===== config.mk =====
export PLATFORM = sky130hd
export DESIGN_NAME = vz_upload
export DESIGN_NICKNAME = d
export VERILOG_FILES = /design/src/rtl/vz_pkg.sv /design/src/rtl/vz_header_rom.sv /design/src/rtl/vz_upload.sv
export SDC_FILE = /design/constraint.sdc
export NUM_CORES = 1
export LEC_CHECK = 0
export CAP_MARGIN = 20
export CELL_PAD_IN_SITES_DETAIL_PLACEMENT = 1
export CELL_PAD_IN_SITES_GLOBAL_PLACEMENT = 1
export CORE_MARGIN = 2
export CORE_UTILIZATION = 35
export DETAILED_ROUTE_END_ITERATION = 6
export GPL_TIMING_DRIVEN = 0
export PLACE_DENSITY = 0.71
export REMOVE_ABC_BUFFERS = 1
export SYNTH_ARGS = -nofsm -noshare
export SYNTH_HDL_FRONTEND = slang
export SYNTH_SLANG_ARGS = --single-unit

===== constraint.sdc =====
create_clock -name CLK42MHZ -period 3.23 [get_ports CLK42MHZ]
set_input_delay 0.4845 -clock CLK42MHZ [delete_from_list [all_inputs] [get_ports CLK42MHZ]]
set_output_delay 0.4845 -clock CLK42MHZ [all_outputs]
set_load 0.05 [all_outputs]

===== src/rtl/vz_pkg.sv =====
// Shared definitions for the VZ image format: header layout, file-type
// codes, upload FSM states and small helpers for the fixed header bytes.
package vz_pkg;

  // Header layout: magic, name field, type byte, little-endian start address
  localparam int VZ_HDR_LEN   = 24;
  localparam int VZ_NAME_OFS  = 4;
  localparam int VZ_NAME_LEN  = 17;
  localparam int VZ_TYPE_OFS  = 21;
  localparam int VZ_START_OFS = 22;

  // "VZF0", byte 0 in the top octet
  localparam logic [31:0] VZ_MAGIC = 32'h565A_4630;

  // Name written into every uploaded image, zero padded to VZ_NAME_LEN
  localparam int          VZ_NAME_CHARS = 6;
  localparam logic [47:0] VZ_NAME       = 48'h4D49_5354_4552;  // "MISTER"

  // File type codes
  localparam logic [7:0] VZ_BASIC = 8'hF0;
  localparam logic [7:0] VZ_BIN   = 8'hF1;

  // Upload FSM states
  typedef enum logic [2:0] {
    ST_IDLE  = 3'd0,
    ST_P0    = 3'd1,
    ST_P1    = 3'd2,
    ST_P2    = 3'd3,
    ST_P3    = 3'd4,
    ST_READY = 3'd5,
    ST_HDR   = 3'd6,
    ST_FETCH = 3'd7
  } vz_state_e;

  // Byte idx (0..3) of the magic string
  function automatic logic [7:0] magic_byte(input logic [1:0] idx);
    logic [7:0] b;
    case (idx)
      2'd0:    b = VZ_MAGIC[31:24];
      2'd1:    b = VZ_MAGIC[23:16];
      2'd2:    b = VZ_MAGIC[15:8];
      default: b = VZ_MAGIC[7:0];
    endcase
    return b;
  endfunction

  // Byte idx of the name field; characters past the name are padding
  function automatic logic [7:0] name_byte(input int idx);
    if (idx >= 0 && idx < VZ_NAME_CHARS)
      return VZ_NAME[8*(VZ_NAME_CHARS-1-idx) +: 8];
    return 8'h00;
  endfunction

endpackage


===== src/rtl/vz_header_rom.sv =====
// Combinational VZ header generator: maps a header offset (0..23) plus the
// program start address and type code to the header byte at that offset.
// Offsets beyond the header return zero.
module vz_header_rom
  import vz_pkg::*;
(
  input  logic [4:0]  offset,
  input  logic [15:0] start,
  input  logic [7:0]  file_type,
  output logic [7:0]  data
);

  int ofs;

  // Select the header field covering the requested offset
  always_comb begin
    // NOTE: every output gets a default first so no path leaves it unassigned,
    // which would otherwise infer a latch.
    data = 8'h00;
    ofs  = int'(offset);
    if (ofs < VZ_NAME_OFS)
      data = magic_byte(offset[1:0]);
    else if (ofs < VZ_NAME_OFS + VZ_NAME_LEN)
      data = name_byte(ofs - VZ_NAME_OFS);
    else if (ofs == VZ_TYPE_OFS)
      data = file_type;
    else if (ofs == VZ_START_OFS)
      data = start[7:0];
    else if (ofs == VZ_START_OFS + 1)
      data = start[15:8];
  end

endmodule


===== src/rtl/vz_upload.sv =====
// HPS upload reader for VZ images. On the start of an upload it fetches the
// BASIC program start/end pointers from RAM, then serves byte reads with a
// synthesized 24-byte header followed by the program bytes from RAM.
module vz_upload
  import vz_pkg::*;
#(
  parameter int          MEM_LAT   = 2,         // RAM read latency, 1..4
  parameter logic [7:0]  FILE_TYPE = VZ_BASIC,
  parameter logic [15:0] PTR_START = 16'h78A4,
  parameter logic [15:0] PTR_END   = 16'h78F9
) (
  input  logic        CLK42MHZ,
  input  logic        RESET,
  input  logic        up_active,
  input  logic        up_rd,
  input  logic [15:0] up_addr,
  output logic [7:0]  up_din,
  output logic        up_wait,
  output logic [16:0] up_size,
  output logic        ready,
  output logic        overrun,
  output logic [15:0] mem_addr,
  output logic        mem_rd,
  input  logic [7:0]  mem_data
);

  // Counter value at which the byte requested on state entry is on mem_data
  localparam logic [2:0]  LAT_LAST = 3'(MEM_LAT);
  localparam logic [15:0] HDR_LEN  = 16'(VZ_HDR_LEN);

  vz_state_e   state;
  logic [2:0]  cnt;
  logic        active_q;
  logic [7:0]  start_lo;
  logic [7:0]  start_hi;
  logic [7:0]  end_lo;
  logic [15:0] rd_addr;

  logic [15:0] start_w;
  logic [15:0] end_w;
  logic [15:0] len;
  logic [16:0] size_next;
  logic        in_hdr;
  logic        past_end;
  logic [15:0] fetch_addr;
  logic [7:0]  hdr_byte;
  logic        lat_done;

  vz_header_rom u_hdr (
    .offset    (rd_addr[4:0]),
    .start     (start_w),
    .file_type (FILE_TYPE),
    .data      (hdr_byte)
  );

  // File length from the pointers (end high byte arrives on mem_data in P3)
  // and classification of an incoming read address
  always_comb begin
    start_w    = {start_hi, start_lo};
    end_w      = {mem_data, end_lo};
    len        = (end_w < start_w) ? 16'h0000 : (end_w - start_w);
    size_next  = {1'b0, HDR_LEN} + {1'b0, len};
    in_hdr     = (up_addr < HDR_LEN);
    past_end   = ({1'b0, up_addr} >= up_size);
    fetch_addr = start_w + (up_addr - HDR_LEN);
    lat_done   = (cnt == LAT_LAST);
  end

  // Upload FSM: pointer fetch, then header / RAM byte service
  always_ff @(posedge CLK42MHZ or negedge RESET) begin
    if (!RESET) begin
      state    <= ST_IDLE;
      cnt      <= '0;
      active_q <= 1'b0;
      start_lo <= '0;
      start_hi <= '0;
      end_lo   <= '0;
      rd_addr  <= '0;
      up_din   <= '0;
      up_wait  <= 1'b0;
      up_size  <= '0;
      ready    <= 1'b0;
      overrun  <= 1'b0;
      mem_addr <= '0;
      mem_rd   <= 1'b0;
    end else begin
      // NOTE: non-blocking assignments so every register updates from the
      // values of the previous clock, independent of statement order.
      active_q <= up_active;
      mem_rd   <= 1'b0;

      if (!up_active) begin
        // Upload ended or aborted: any RAM data still in flight is ignored
        state   <= ST_IDLE;
        ready   <= 1'b0;
        up_wait <= 1'b0;
      end else begin
        // A strobe while a read is outstanding is dropped and remembered;
        // strobes during the pointer fetch are silently ignored
        if (up_rd && up_wait && (state == ST_HDR || state == ST_FETCH))
          overrun <= 1'b1;

        case (state)
          ST_IDLE: begin
            if (!active_q) begin
              state    <= ST_P0;
              up_wait  <= 1'b1;
              overrun  <= 1'b0;
              cnt      <= '0;
              mem_addr <= PTR_START;
              mem_rd   <= 1'b1;
            end
          end

          ST_P0: begin
            if (lat_done) begin
              start_lo <= mem_data;
              state    <= ST_P1;
              cnt      <= '0;
              mem_addr <= PTR_START + 16'd1;
              mem_rd   <= 1'b1;
            end else begin
              cnt <= cnt + 3'd1;
            end
          end

          ST_P1: begin
            if (lat_done) begin
              start_hi <= mem_data;
              state    <= ST_P2;
              cnt      <= '0;
              mem_addr <= PTR_END;
              mem_rd   <= 1'b1;
            end else begin
              cnt <= cnt + 3'd1;
            end
          end

          ST_P2: begin
            if (lat_done) begin
              end_lo   <= mem_data;
              state    <= ST_P3;
              cnt      <= '0;
              mem_addr <= PTR_END + 16'd1;
              mem_rd   <= 1'b1;
            end else begin
              cnt <= cnt + 3'd1;
            end
          end

          ST_P3: begin
            if (lat_done) begin
              up_size <= size_next;
              ready   <= 1'b1;
              up_wait <= 1'b0;
              state   <= ST_READY;
            end else begin
              cnt <= cnt + 3'd1;
            end
          end

          ST_READY: begin
            if (up_rd) begin
              rd_addr <= up_addr;
              up_wait <= 1'b1;
              if (!in_hdr && !past_end) begin
                state    <= ST_FETCH;
                cnt      <= '0;
                mem_addr <= fetch_addr;
                mem_rd   <= 1'b1;
              end else begin
                state <= ST_HDR;
              end
            end
          end

          // Header bytes and reads past the end of file: answered in one clock
          ST_HDR: begin
            up_din  <= (rd_addr < HDR_LEN) ? hdr_byte : 8'h00;
            up_wait <= 1'b0;
            state   <= ST_READY;
          end

          ST_FETCH: begin
            if (lat_done) begin
              up_din  <= mem_data;
              up_wait <= 1'b0;
              state   <= ST_READY;
            end else begin
              cnt <= cnt + 3'd1;
            end
          end

          default: state <= ST_IDLE;
        endcase
      end
    end
  end

endmodule


Word-level counts from Yosys, hierarchy flattened
Cells that the tools add are included.
{"block": "word_totals", "out_inout_bits": 45, "in_bits": 28, "word_cells": 139, "ff_bits": 92}
{"block": "op_classes", "muxes": 54, "eq_ne": 30, "n_lt_le_gt_ge": 8, "reduce_logical": 25, "shifts": 1, "add_sub_neg": 7}
{"operator": "16-bit 2-to-1 mux", "n": 7}
{"operator": "16-bit one-hot mux with 5 select lines", "n": 1}
{"operator": "8-bit 2-to-1 mux", "n": 9}
{"operator": "48-bit by 32-bit variable part select with 8-bit output, first input constant", "n": 1}
{"operator": "3-bit 2-to-1 mux", "n": 12}
{"operator": "16-bit by 5-bit < comparator with 1-bit output, second input constant", "n": 2}
{"operator": "3-bit one-hot mux with 7 select lines", "n": 1}
{"operator": "7-bit one-hot mux with 3 select lines", "n": 1}
{"operator": "1-bit 2-to-1 mux", "n": 19}
{"operator": "3-bit AND reduction", "n": 6}
{"operator": "5-bit by 16-bit adder with 17-bit output, first input constant", "n": 1}
{"operator": "16-bit by 17-bit greater-or-equal comparator with 1-bit output", "n": 1}
{"operator": "16-bit adder", "n": 1}
{"operator": "16-bit < comparator", "n": 1}
{"operator": "2-bit != test, second input constant", "n": 8}
{"operator": "8-bit one-hot mux with 2 select lines", "n": 1}
{"operator": "16-bit subtractor", "n": 1}
{"operator": "16-bit by 5-bit subtractor with 16-bit output, second input constant", "n": 1}
{"operator": "5-bit equality test, second input constant", "n": 3}
{"operator": "3-bit != test, second input constant", "n": 5}
{"operator": "3-bit equality test, second input constant", "n": 4}
{"operator": "3-bit one-hot mux with 4 select lines", "n": 1}
{"operator": "6-bit AND reduction", "n": 2}
{"operator": "3-bit by 2-bit equality test with 1-bit output, second input constant", "n": 3}
{"operator": "28 further kinds", "n": 33}

Logic depth before layout (Yosys ltp)
{"block": "depth", "word_depth": 11, "mapped_depth": 16, "mapped_depth_nobuf": 15}

By module
Synthesis repeated with hierarchy kept, for this count alone.
{"block": "unflattened", "cells_unflattened": 763, "hier_area_um2": 6839.1}
{"module": "vz_upload", "n_inst": 1, "seq_area_each_um2": 2302.2, "cells_per_inst": 678, "area_each_um2": 6246.0}
{"module": "vz_header_rom", "n_inst": 1, "seq_area_each_um2": 0.0, "cells_per_inst": 85, "area_each_um2": 593.1}

Worst setup path after synthesis
No wires, ideal clock.
{"block": "synth_timing", "path_kind": "register to register", "from": "reg start_lo[0]", "to": "reg up_size[11]", "synth_period_minus_slack_ns": 3.428, "stages_incl_launch_ff": 16, "arrival_time_ns": 3.294, "setup_slack_ns": -0.198, "setup_ns": 0.133, "path_cell_list": "dfrtp_1 > ha_1 > fa_1 > and2b_1 > o31a_1 > o21ai_1 > nand2_1 > a31oi_2 > clkbuf_1 > or2_2 > ha_1 > nand4bb_1 > or3_1 > nor2_1 > xor2_1 > o31ai_1"}
{"block": "synth_between", "elab_chain_len": 3, "word_cells_on_any_way": 4, "classes_between": "add/sub (2); order compare (1); mux (1)"}
{"element": "start: declaration", "line": "vz_upload.sv:34", "source": "logic [7:0] start_lo;"}
{"element": "start signal: assignment", "line": "vz_upload.sv:117", "source": "start_lo <= mem_data;"}
{"element": "16-bit subtractor / 16-bit < comparator (equally long branches)", "line": "vz_upload.sv:61", "source": "len = (end_w < start_w) ? 16'h0000 : (end_w - start_w);"}
{"element": "16-bit 2-to-1 mux *", "line": "vz_upload.sv:61"}
{"element": "5-bit by 16-bit adder with 17-bit output *", "line": "vz_upload.sv:62", "source": "size_next = {1'b0, HDR_LEN} + {1'b0, len};"}
{"element": "end signal: assignment", "line": "vz_upload.sv:153", "source": "up_size <= size_next;"}
{"element": "end: declaration", "line": "vz_upload.sv:19", "source": "output logic [16:0] up_size,"}
Mark *: on every way between the ends. The rest lies on a longest branch, timed or not.
A chain may end at the register's enable or synchronous reset.

Final worst setup path
{"block": "layout_timing", "from": "reg start_lo[0]", "to": "reg up_size[15]"}
Same word-level chain as after synthesis.

==> qor.yml <==
logic_synthesis:
  synth_top_area_share_pct: 34.1
  ys_dominant_reg_cell: "dfrtp_1"
  synth_area_leaders: "dfrtp_1 34%, ha_1 13%, mux2_2 6.0%"
  synth-seq-area-share_pct: 34.1
  postSynthCellCount: 764
  synth_async_sr_flop_share_pct: 100
  synth_cell_types: 69
  synth_area_per_cell_um2: 8.84
  synth_enable_flop_cells: 0
  ys_seq_elements: 92
  yosys_warnings: 0
  synth_top_cell_by_area: "dfrtp_1"
  syn-cell-area_um2: 6750
timing:
  finalCritPeriodShare_pct: 105
  timing_worst_slew_pin_value_ps: 1110
  hold_slack_ps: 58.7
  setup_viol: 4
  finClkSkew_ps: 8.40
  finalCriticalPeriod_ps: 3400
  timing.final.hold_violations: 0
  slew_viol_final: 0
  max_freq_mhz: 294
  post-route-worst-setup-slack_ps: -174
  relSlewSlack_pct: 25.5
  grt_setup_unrepaired: "true"
setup_path:
  cp_common_cell: "ha_4"
  max_fo_critical_path: 4
  timing.critical_path.from_type: "flip-flop"
  cp.arrival_ps: 3610
  worst_ep_required_time_ps: 3430
  cpMaxStageDelayCell: "dfrtp_2"
  worstSetupPathType: "reg -> reg"
  critical_path_sink_type: "flip-flop"
  critical-path-max-stage-delay_ps: 430
  crit_chain: "ha_4 -> fa_2 -> and2b_1 -> o31a_1 -> o21ai_2 -> nand2_2 -> a31oi_4 -> or3_4 -> ha_4 -> nand4bb_4 -> nor3_1 -> nand4_1 -> xor2_1 -> o21ai_1"
power:
  switching_power_mw: 1.23
  combPwrFrac_pct: 34.0
  power_total_mw: 3.57
  power.share.sequential_pct: 35.3
  vdd_ir_max_uv: 316
  p_per_area_nw_per_um2: 419
  swShare_pct: 34.4
  clkPwrFrac_pct: 30.7
  leakage_nw: 3.81
  power_report.internal_total_mw: 2.34
cells_and_area:
  nNetsFinal: 955
  area.growth.synth_to_final_pct: 26.1
  post_route_cells_drive_above_1_share_pct: 15.6
  antenna-diode-count: 0
clocking:
  tritoncts_clock_tree: "done"
  clock_buffers_created_by_tritoncts: 9
  clk_pin_slew_worst_paths_ps: 70
  clock_latency_ps: 360
  tritoncts_num_sinks: 92
  cts_buffer_depth: 2
  post_cts_hold_buffer_count: 0
  ctsHtreeMaxLevel: 3
  root_buffer: "clkbuf_16"
drt:
  dr.first_iter.drc_count: 285
  route.detailed.drc: 0
  route.antenna.remaining_nets: 0
  detailedRoute.firstPassIterationCount: 4
  finalWirelength_mm: 20.8
  route.detailed.vias_per_inst: 5.34
  num_vias: 5975
  wl_per_cell_um: 18.6
status:
  status: "complete, but fails checks"
  failed_checks: "setup timing"
place:
  dp_worst_setup_slack_ps: -1130
  hpwl_mm: 15.3
  port_buffers: 72
  final_replace_weighted_congestion: 0.873
die:
  die_width_um: 143
  floorplan.initialDensity_pct: 35.9
  area_of_the_placeable_core_um2: 18800
  die_h_um: 143
  design.portCount: 73
  rows: 50
  die_area_um2: 20400
global_route:
  grt_antenna_before_repair: 0
  via_count_of_the_first_global_routing_pass: 6075
  grt_start_max_net_pins: 66
  global_route.usage.total_pct: 20.7
  grt_first_pass_wirelength_mm: 32.8
  grt.overflow.total: 0
min_path:
  min_path_type: "in -> async"
flow_run:
  max_cap_viol: 0
logic make-up (layout without fill, tap and decap cells):
| logic type | after synthesis | after routing | synth area share [%] |
|---|---|---|---|
| simple gates | 212 | 212 | 15.7 |
| compound gates | 205 | 206 | 19.5 |
| buf+inv | 111 | 205 | 6.34 |
| flops | 92 | 92 | 34.1 |
| fa+ha+maj | 73 | 73 | 13.8 |
| mux | 42 | 42 | 6.89 |
| xor+xnor | 29 | 29 | 3.76 |
stage by stage:
step / setup TNS (ps) / util, % / instances / instance area, µm²
floorplan: -499 / - / 744 / 6670
global placement: -204560 / 41.0 / 1076 / 7710
detailed placement: -15900 / 41.3 / 1079 / 7770
CTS: -387 / 44.2 / 1106 / 8330
global route: -974 / 45.2 / 1119 / 8510
finish: -399 / 45.2 / 1119 / 8510
worst paths after layout:
check	start	end	slack [ps]	cells after the start
max in group asynchronous	RESET	start_lo[1]	2480	2
hold reg to reg	mem_addr[11]	mem_addr[11]	480	2
hold / removal	RESET	mem_addr[10]	60	1
setup / recovery	start_lo[0]	up_size[15]	-170	14
min in group CLK42MHZ	mem_addr[11]	mem_addr[11]	480	2
setup reg to reg	start_lo[0]	up_size[15]	-170	14
repair_timing:
item                                    CTS  global route
endpoints found under the setup margin   27            26
gates resized for setup                  33            21
gates cloned                              1             0
setup buffers                            10            12
pin swaps                                11            10
final cells by class:
| class | count | area [µm²] |
|---|---|---|
| multi-input combinational | 562 | 4310 |
| clock buffer | 10 | 229 |
| tap | 260 | 325 |
| inverter | 91 | 342 |
| clock inverter | 6 | 62.6 |
| fill | 2172 | 10300 |
| sequential | 92 | 2310 |
| timing repair buffer | 98 | 941 |
cell usage in the layout, fill, tap and decap left out, drive strengths merged, types with 7 or more instances in the layout:
cell | netlist | layout
dfrtp | 92 | 92
nor4 | 8 | 8
nand2 | 73 | 73
nor2b | 10 | 10
nor3 | 16 | 16
ha | 71 | 71
xor2 | 11 | 11
a31oi | 12 | 12
buf | 6 | 27
a211oi | 9 | 9
nor2 | 44 | 44
inv | 90 | 92
o21a | 14 | 14
a21o | 11 | 11
clkdlybuf4s50 | 0 | 62
nand3 | 14 | 14
clkbuf | 14 | 10
mux2 | 36 | 36
o21ai | 62 | 62
or3 | 7 | 7
o31ai | 10 | 11
a21oi | 48 | 48
xnor2 | 18 | 18
power groups by stage:
stage,Clock (mW),Combinational (mW),Sequential [mW]
2_1_floorplan,0,0.660,1.31
3_3_place_gp,0,0.983,1.28
3_5_place_dp,0,1.01,1.28
4_1_cts,1.12,1.14,1.26
5_1_grt,1.16,1.34,1.27
6_report,1.09,1.21,1.26
sequential cells by signal, summed over array words and instances (netlist names):
signal / flops
state: 3
start_hi: 8
up_wait: 1
rd_addr: 16
active_q: 1
up_size: 17
mem_rd: 1
start_lo: 8
mem_addr: 16
up_din: 8
end_lo: 8
overrun: 1
cnt: 3
ready: 1
per-layer routing:
layer  GRT usage (%)  vias up  part of all wire, %
met3            2.62       28                  3.2
met4            5.00        0                  1.5
met5               0        -                    0
li1                -     2888                    -
met2            35.6       96                   50
met1            27.8     2963                   45
critical path: cells and delay by family, from the launching register on:
| family | cells | cell delay [ps] |
|---|---|---|
| compound gates | 4 | 450 |
| xor+xnor | 1 | 170 |
| fa+ha+maj | 3 | 670 |
| flops | 1 | 430 |
| simple gates | 6 | 1510 |
Yosys cell counts, drive strengths merged (5+ instances only):
library cell   n
dfrtp         92
inv           90
nand2         73
ha            71
o21ai         62
a21oi         48
nor2          44
mux2          36
xnor2         18
nor3          16
clkbuf        14
nand3         14
o21a          14
a31oi         12
a21o          11
xor2          11
nor2b         10
o31ai         10
a211oi         9
nor4           8
or3            7
buf            6
mux2i          6
a32oi          5
and2           5
nand4          5
Note: power is estimated with default switching activity, not from simulation.
